$ cat src/rtl/hilo_muldiv_unit.sv
// ============================================================================
//  Module      : hilo_muldiv_unit
//  Description : Execute-stage multiply/divide unit owning the HI/LO registers.
//                Multi-cycle MULT/MULTU/DIV/DIVU with pipeline stall and
//                flush-driven cancellation; single-cycle MTHI/MTLO.
//  Revision    : 1.0 - initial release
// ============================================================================
`default_nettype none

module hilo_muldiv_unit #(
   parameter int WIDTH       = 32,
   parameter int MUL_LATENCY = 2
) (
   input  logic             clk,
   input  logic             rst,
   input  logic             start_i,
   input  logic [2:0]       op_i,
   input  logic [WIDTH-1:0] a_i,
   input  logic [WIDTH-1:0] b_i,
   input  logic             cancel_i,
   output logic             stall_o,
   output logic             busy_o,
   output logic             done_o,
   output logic             div_by_zero_o,
   output logic [WIDTH-1:0] hi_o,
   output logic [WIDTH-1:0] lo_o
);

   localparam int c_cntW = $clog2(WIDTH + 1);
   // Count value of the last MUL cycle (unused when MUL_LATENCY is 1)
   localparam logic [c_cntW-1:0] c_mulLast = c_cntW'((MUL_LATENCY >= 2) ? MUL_LATENCY - 2 : 0);
   localparam logic [c_cntW-1:0] c_divLast = c_cntW'(WIDTH - 1);

   typedef enum logic [1:0] {
      S_IDLE = 2'd0,
      S_MUL  = 2'd1,
      S_DIV  = 2'd2,
      S_FIN  = 2'd3
   } state_t;

   state_t r_state, w_nextState;

   logic [c_cntW-1:0]  r_count;
   logic [WIDTH-1:0]   r_mulA, r_mulB;
   logic               r_mulSigned;
   logic [WIDTH-1:0]   r_rem, r_quo, r_divisor;
   logic               r_negQuo, r_negRem, r_divZero;
   logic [WIDTH-1:0]   r_hi, r_lo;

   logic               w_accept, w_idle;
   logic               w_mulWrite, w_divWrite, w_hiWrite, w_loWrite;
   logic [WIDTH-1:0]   w_srcA, w_srcB;
   logic               w_srcSigned;
   logic [2*WIDTH-1:0] w_extA, w_extB, w_prod;
   logic               w_negA, w_negB;
   logic [WIDTH-1:0]   w_absA, w_absB;
   logic [WIDTH:0]     w_remShift, w_diff;
   logic               w_qBit;
   logic [WIDTH-1:0]   w_remNext, w_quoNext, w_quoFinal, w_remFinal;

   assign w_idle   = (r_state == S_IDLE);
   assign w_accept = w_idle & start_i & ~cancel_i;

   // With MUL_LATENCY=1 the product is committed in the accept cycle, so the
   // multiplier reads the live operands while idle and the latched ones otherwise.
   assign w_srcA      = w_idle ? a_i : r_mulA;
   assign w_srcB      = w_idle ? b_i : r_mulB;
   assign w_srcSigned = w_idle ? ~op_i[0] : r_mulSigned;
   assign w_extA      = {{WIDTH{w_srcSigned & w_srcA[WIDTH-1]}}, w_srcA};
   assign w_extB      = {{WIDTH{w_srcSigned & w_srcB[WIDTH-1]}}, w_srcB};
   assign w_prod      = w_extA * w_extB;

   // Divide runs on magnitudes; signs are reapplied to the final quotient/remainder
   assign w_negA = ~op_i[0] & a_i[WIDTH-1];
   assign w_negB = ~op_i[0] & b_i[WIDTH-1];
   assign w_absA = w_negA ? -a_i : a_i;
   assign w_absB = w_negB ? -b_i : b_i;

   // One restoring step: shift in the next dividend bit, subtract if it fits
   assign w_remShift = {r_rem, r_quo[WIDTH-1]};
   assign w_diff     = w_remShift - {1'b0, r_divisor};
   assign w_qBit     = ~w_diff[WIDTH];
   assign w_remNext  = w_qBit ? w_diff[WIDTH-1:0] : w_remShift[WIDTH-1:0];
   assign w_quoNext  = {r_quo[WIDTH-2:0], w_qBit};
   assign w_quoFinal = r_negQuo ? -w_quoNext : w_quoNext;
   assign w_remFinal = r_negRem ? -w_remNext : w_remNext;

   // Next-state selection and HI/LO write enables
   always_comb begin
      w_nextState = r_state;
      w_mulWrite  = 1'b0;
      w_divWrite  = 1'b0;
      w_hiWrite   = 1'b0;
      w_loWrite   = 1'b0;
      case (r_state)
         S_IDLE: begin
            if (w_accept) begin
               case (op_i)
                  3'd0, 3'd1: begin
                     if (MUL_LATENCY == 1) begin
                        w_nextState = S_FIN;
                        w_mulWrite  = 1'b1;
                     end else begin
                        w_nextState = S_MUL;
                     end
                  end
                  3'd2, 3'd3: w_nextState = S_DIV;
                  3'd4:       w_hiWrite   = 1'b1;
                  3'd5:       w_loWrite   = 1'b1;
                  default:    w_nextState = S_IDLE;
               endcase
            end
         end
         S_MUL: begin
            if (cancel_i) begin
               w_nextState = S_IDLE;
            end else if (r_count == c_mulLast) begin
               w_nextState = S_FIN;
               w_mulWrite  = 1'b1;
            end
         end
         S_DIV: begin
            if (cancel_i) begin
               w_nextState = S_IDLE;
            end else if (r_count == c_divLast) begin
               w_nextState = S_FIN;
               w_divWrite  = ~r_divZero;
            end
         end
         default: w_nextState = S_IDLE;
      endcase
   end

   // State register
   always_ff @(posedge clk) begin
      if (rst) r_state <= S_IDLE;
      else     r_state <= w_nextState;
   end

   // Operand capture at accept and per-cycle iteration of MUL/DIV
   always_ff @(posedge clk) begin
      if (rst) begin
         r_count     <= '0;
         r_mulA      <= '0;
         r_mulB      <= '0;
         r_mulSigned <= 1'b0;
         r_rem       <= '0;
         r_quo       <= '0;
         r_divisor   <= '0;
         r_negQuo    <= 1'b0;
         r_negRem    <= 1'b0;
         r_divZero   <= 1'b0;
      end else if (w_accept && !op_i[2]) begin
         r_count     <= '0;
         r_mulA      <= a_i;
         r_mulB      <= b_i;
         r_mulSigned <= ~op_i[0];
         r_rem       <= '0;
         r_quo       <= w_absA;
         r_divisor   <= w_absB;
         r_negQuo    <= w_negA ^ w_negB;
         r_negRem    <= w_negA;
         r_divZero   <= op_i[1] & (b_i == '0);
      end else if (r_state == S_MUL) begin
         r_count <= r_count + 1'b1;
      end else if (r_state == S_DIV) begin
         r_count <= r_count + 1'b1;
         r_rem   <= w_remNext;
         r_quo   <= w_quoNext;
      end
   end

   // Architectural HI/LO registers
   always_ff @(posedge clk) begin
      if (rst) begin
         r_hi <= '0;
         r_lo <= '0;
      end else if (w_mulWrite) begin
         r_hi <= w_prod[2*WIDTH-1:WIDTH];
         r_lo <= w_prod[WIDTH-1:0];
      end else if (w_divWrite) begin
         r_hi <= w_remFinal;
         r_lo <= w_quoFinal;
      end else begin
         if (w_hiWrite) r_hi <= a_i;
         if (w_loWrite) r_lo <= a_i;
      end
   end

   assign stall_o       = (w_accept & ~op_i[2]) |
                          (((r_state == S_MUL) | (r_state == S_DIV)) & ~cancel_i);
   assign busy_o        = ~w_idle;
   assign done_o        = (r_state == S_FIN);
   assign div_by_zero_o = done_o & r_divZero;
   assign hi_o          = r_hi;
   assign lo_o          = r_lo;

endmodule

`default_nettype wire

$ cat config.mk
export PLATFORM = sky130hd
export DESIGN_NAME = hilo_muldiv_unit
export DESIGN_NICKNAME = d
export VERILOG_FILES = /design/src/rtl/hilo_muldiv_unit.sv
export SDC_FILE = /design/constraint.sdc
export NUM_CORES = 2
export LEC_CHECK = 0
export ABC_AREA = 1
export CAP_MARGIN = 20
export CORE_ASPECT_RATIO = 0.75
export CORE_MARGIN = 2
export CORE_UTILIZATION = 65
export DETAILED_ROUTE_END_ITERATION = 10
export PLACE_DENSITY_LB_ADDON = 0.1
export SYNTH_ARGS = -nofsm -noshare
export SYNTH_HDL_FRONTEND = slang
export SYNTH_SLANG_ARGS = --single-unit
export TNS_END_PERCENT = 5
$ cat constraint.sdc
create_clock -name clk -period 22.7 [get_ports clk]
set_input_delay 4.54 -clock clk [delete_from_list [all_inputs] [get_ports clk]]
set_output_delay 4.54 -clock clk [all_outputs]
set_load 0.02 [all_outputs]
==> impl_metrics.tcl <==
set metrics [dict create \
    dr_total_vias 51000 \
    ys_async_sr_fraction_pct 0 \
    fmax_mhz 71.0 \
    tightestPinTransition_ns 1.14 \
    hold_viol 0 \
    min_period_ns 14.09 \
    synthesis.nets 8716 \
    drtIter0Drc 7100 \
    start_kind "primary input" \
    grt.total_usage_pct 49.4 \
    cp_slowest_cell "fa_1" \
    wl_um 210000 \
    grt_pass1_vias 49900 \
    layout_common_cells "inv_1 (1679), nand2_1 (1558), fa_1 (1126), nor2_1 (691), a21oi_1 (314)" \
    synth_compound_area_share_pct 9.22 \
    cp.required_ns 23.20 \
    drt-wirelength-per-cell_um 25.1 \
    drtPass1Iterations 8 \
    instances_no_fill 8368 \
    fill_cells 7074 \
    crit_fanout 19 \
    syn-instance-count 7265 \
    hold_ws_ns 0.464 \
    synth-simple-area-share_pct 19.8 \
    synth_top_family_by_area "adder cells" \
    ys.flop_type "dfxtp_1" \
    drive_gt1_share_pct 3.79 \
    max_stage_delay_ns 0.68 \
    gr-total-overflow 0 \
    syn_to_final_growth_pct 6.24 \
    status "finished, final reports clean" \
    slew_viol_final 0 \
    globalplace.congestion 1.10 \
    hold_class "flop to flop" \
    setup_viol 0 \
    place_inst 8315 \
    avgViaCountPerCell 6.10 \
    netlist_area_um2 54600 \
    yosys_warnings 0 \
    core_um2 83700 \
    fin_ws_ns 8.61 \
    numPortBuffers 138 \
    clock-root-buffer "clkbuf_16" \
    grt_max_degree 103 \
    rsz0062_at_grt "no" \
    grt_pass1_wl_um 314000 \
    die_area_um2 86400 \
    setup.worst_path.class "primary input to flop" \
    rows 92 \
    yosysUniqueCellTypes 62 \
    synth_seq_cells 235 \
    synth_fa_ha_area_share_pct 47.1 \
    synth_edf_count 0 \
    period_share_pct 62.1 \
    pre_cts_slack_ns 8.28 \
    synthXorXnorAreaFrac_pct 1.31 \
    relSlewSlack_pct 23.6 \
    clock_latency_ns 0.57 \
    arrival_ns 14.59 \
    finalNetCount 8666 \
    clock_sinks 235 \
    fin_skew_ns 0.0315 \
    clock_path_buffers 3 \
    die_h_um 255 \
    synth.avg_cell_area_um2 7.52 \
    post_cts_buffers 0 \
    numCtsBuffers 22 \
    die_width_um 339 \
    cts_hold_buf 0 \
    ios 139 \
    cts_resized 0 \
    synthMuxAreaShare_pct 0 \
    dp_hpwl_um 166000 \
    drc 0 \
    setup.worst_path.end_class "flop" \
    seq_area_frac_synth_pct 8.61 \
    cts.clk_slew.worst_paths_ns 0.07 \
    start_util_pct 65.3 \
    finalSetupTns_ns 0 \
    cts_tree "done" \
    drv_cap 0 \
    htree_levels 1 \
    antenna_found_initial 7 \
    antenna_left 0 \
    final_common_cell "inv_1" \
]
==> kinds of logic after synthesis <==
logic type                 Yosys count
adders and majority gates         1380
DFF                                235
AOI/OAI and AO/OA                  896
xor gates and xnor gates            82
buffers and inverters             2009
and+or+nand+nor                   2663
==> registers in the layout, summed over array words and instances (netlist names), 2 cells and up <==
name       cells
r_divisor     31
hi_o          32
r_count        6
r_rem         32
r_state        2
r_quo         32
r_mulA        32
lo_o          32
r_mulB        32
==> final cells by class <==
class	count	area, µm²	area share [%]
sequential	235	4700	8.10
clock inverter	14	166	0.287
inverter	1706	6410	11.0
antenna	11	27.5	0.0474
multi-input combinational	5021	42600	73.4
tap	1128	1410	2.43
clock buffer	24	568	0.979
timing repair buffer	229	2150	3.71
==> routing by layer <==
metal	share of wire [%]	up-vias	track usage, %
met2	38	4217	65.3
met3	19	771	24.9
met4	5.8	14	23.8
met5	0.23	-	5.15
met1	37	24400	66.6
li1	-	21600	-
==> through the flow <==
stage	util (%)	instance area (µm²)
after floorplan	-	54600
after global placement	68.3	57200
after detailed placement	68.3	57200
after CTS	69.2	57900
after global routing	69.3	58000
final	69.4	58100
==> synthesized netlist by cell type, types with 6 or more instances <==
cell type     n  area share (%)
a21oi_1     315             2.9
a221oi_1     10            0.16
or3_1         6           0.069
ha_1        254             5.8
a21boi_0      6           0.082
nor4_1       11            0.13
o21ai_1      53            0.49
nand3_1     211             1.9
o22ai_1      14            0.16
buf_2         7           0.064
nor2_2       14            0.16
buf_1        15            0.10
a21o_1       17            0.23
a211oi_1     25            0.34
o221ai_1     12            0.19
o21bai_1     15            0.21
inv_1      1681              12
nor2_1      693             4.8
nand3b_1      9            0.12
nand4_1      36            0.41
xnor2_1      41            0.66
xor2_1       41            0.66
o2111ai_1     6           0.096
o21a_1        6           0.082
a21oi_2       7            0.11
o211ai_1     43            0.59
clkinv_1     12           0.082
dfxtp_1     235             8.6
nand2_2      26            0.30
inv_2        13           0.089
clkbuf_1    272             1.9
a31oi_1      52            0.60
nand2_1    1558              11
o21ai_0     299             2.7
nor3_1       62            0.57
fa_1       1126              41
==> worst paths after layout <==
kind | slack, ns | cells past startpoint | startpoint | end
max | 8.61 | 35 | a_i[31] | hi_o[30]
min reg2reg | 0.46 | 2 | r_mulA[13] | r_mulA[13]
max reg2reg | 11.00 | 33 | r_state[0] | hi_o[29]
min | 0.46 | 2 | r_mulA[13] | r_mulA[13]
==> worst max-delay path, delay by kind of cell <==
kind                     cells  cell delay, ns
buffers and inverters       10            2.50
AND/OR/NAND/NOR              6            0.79
AO/OA/AOI/OAI               10            1.84
adder cells (fa/ha/maj)      9            4.85
Power is left out: the tool's default activity adds up to more than one toggle a clock period on the data nets, which glitch-free logic cannot reach.
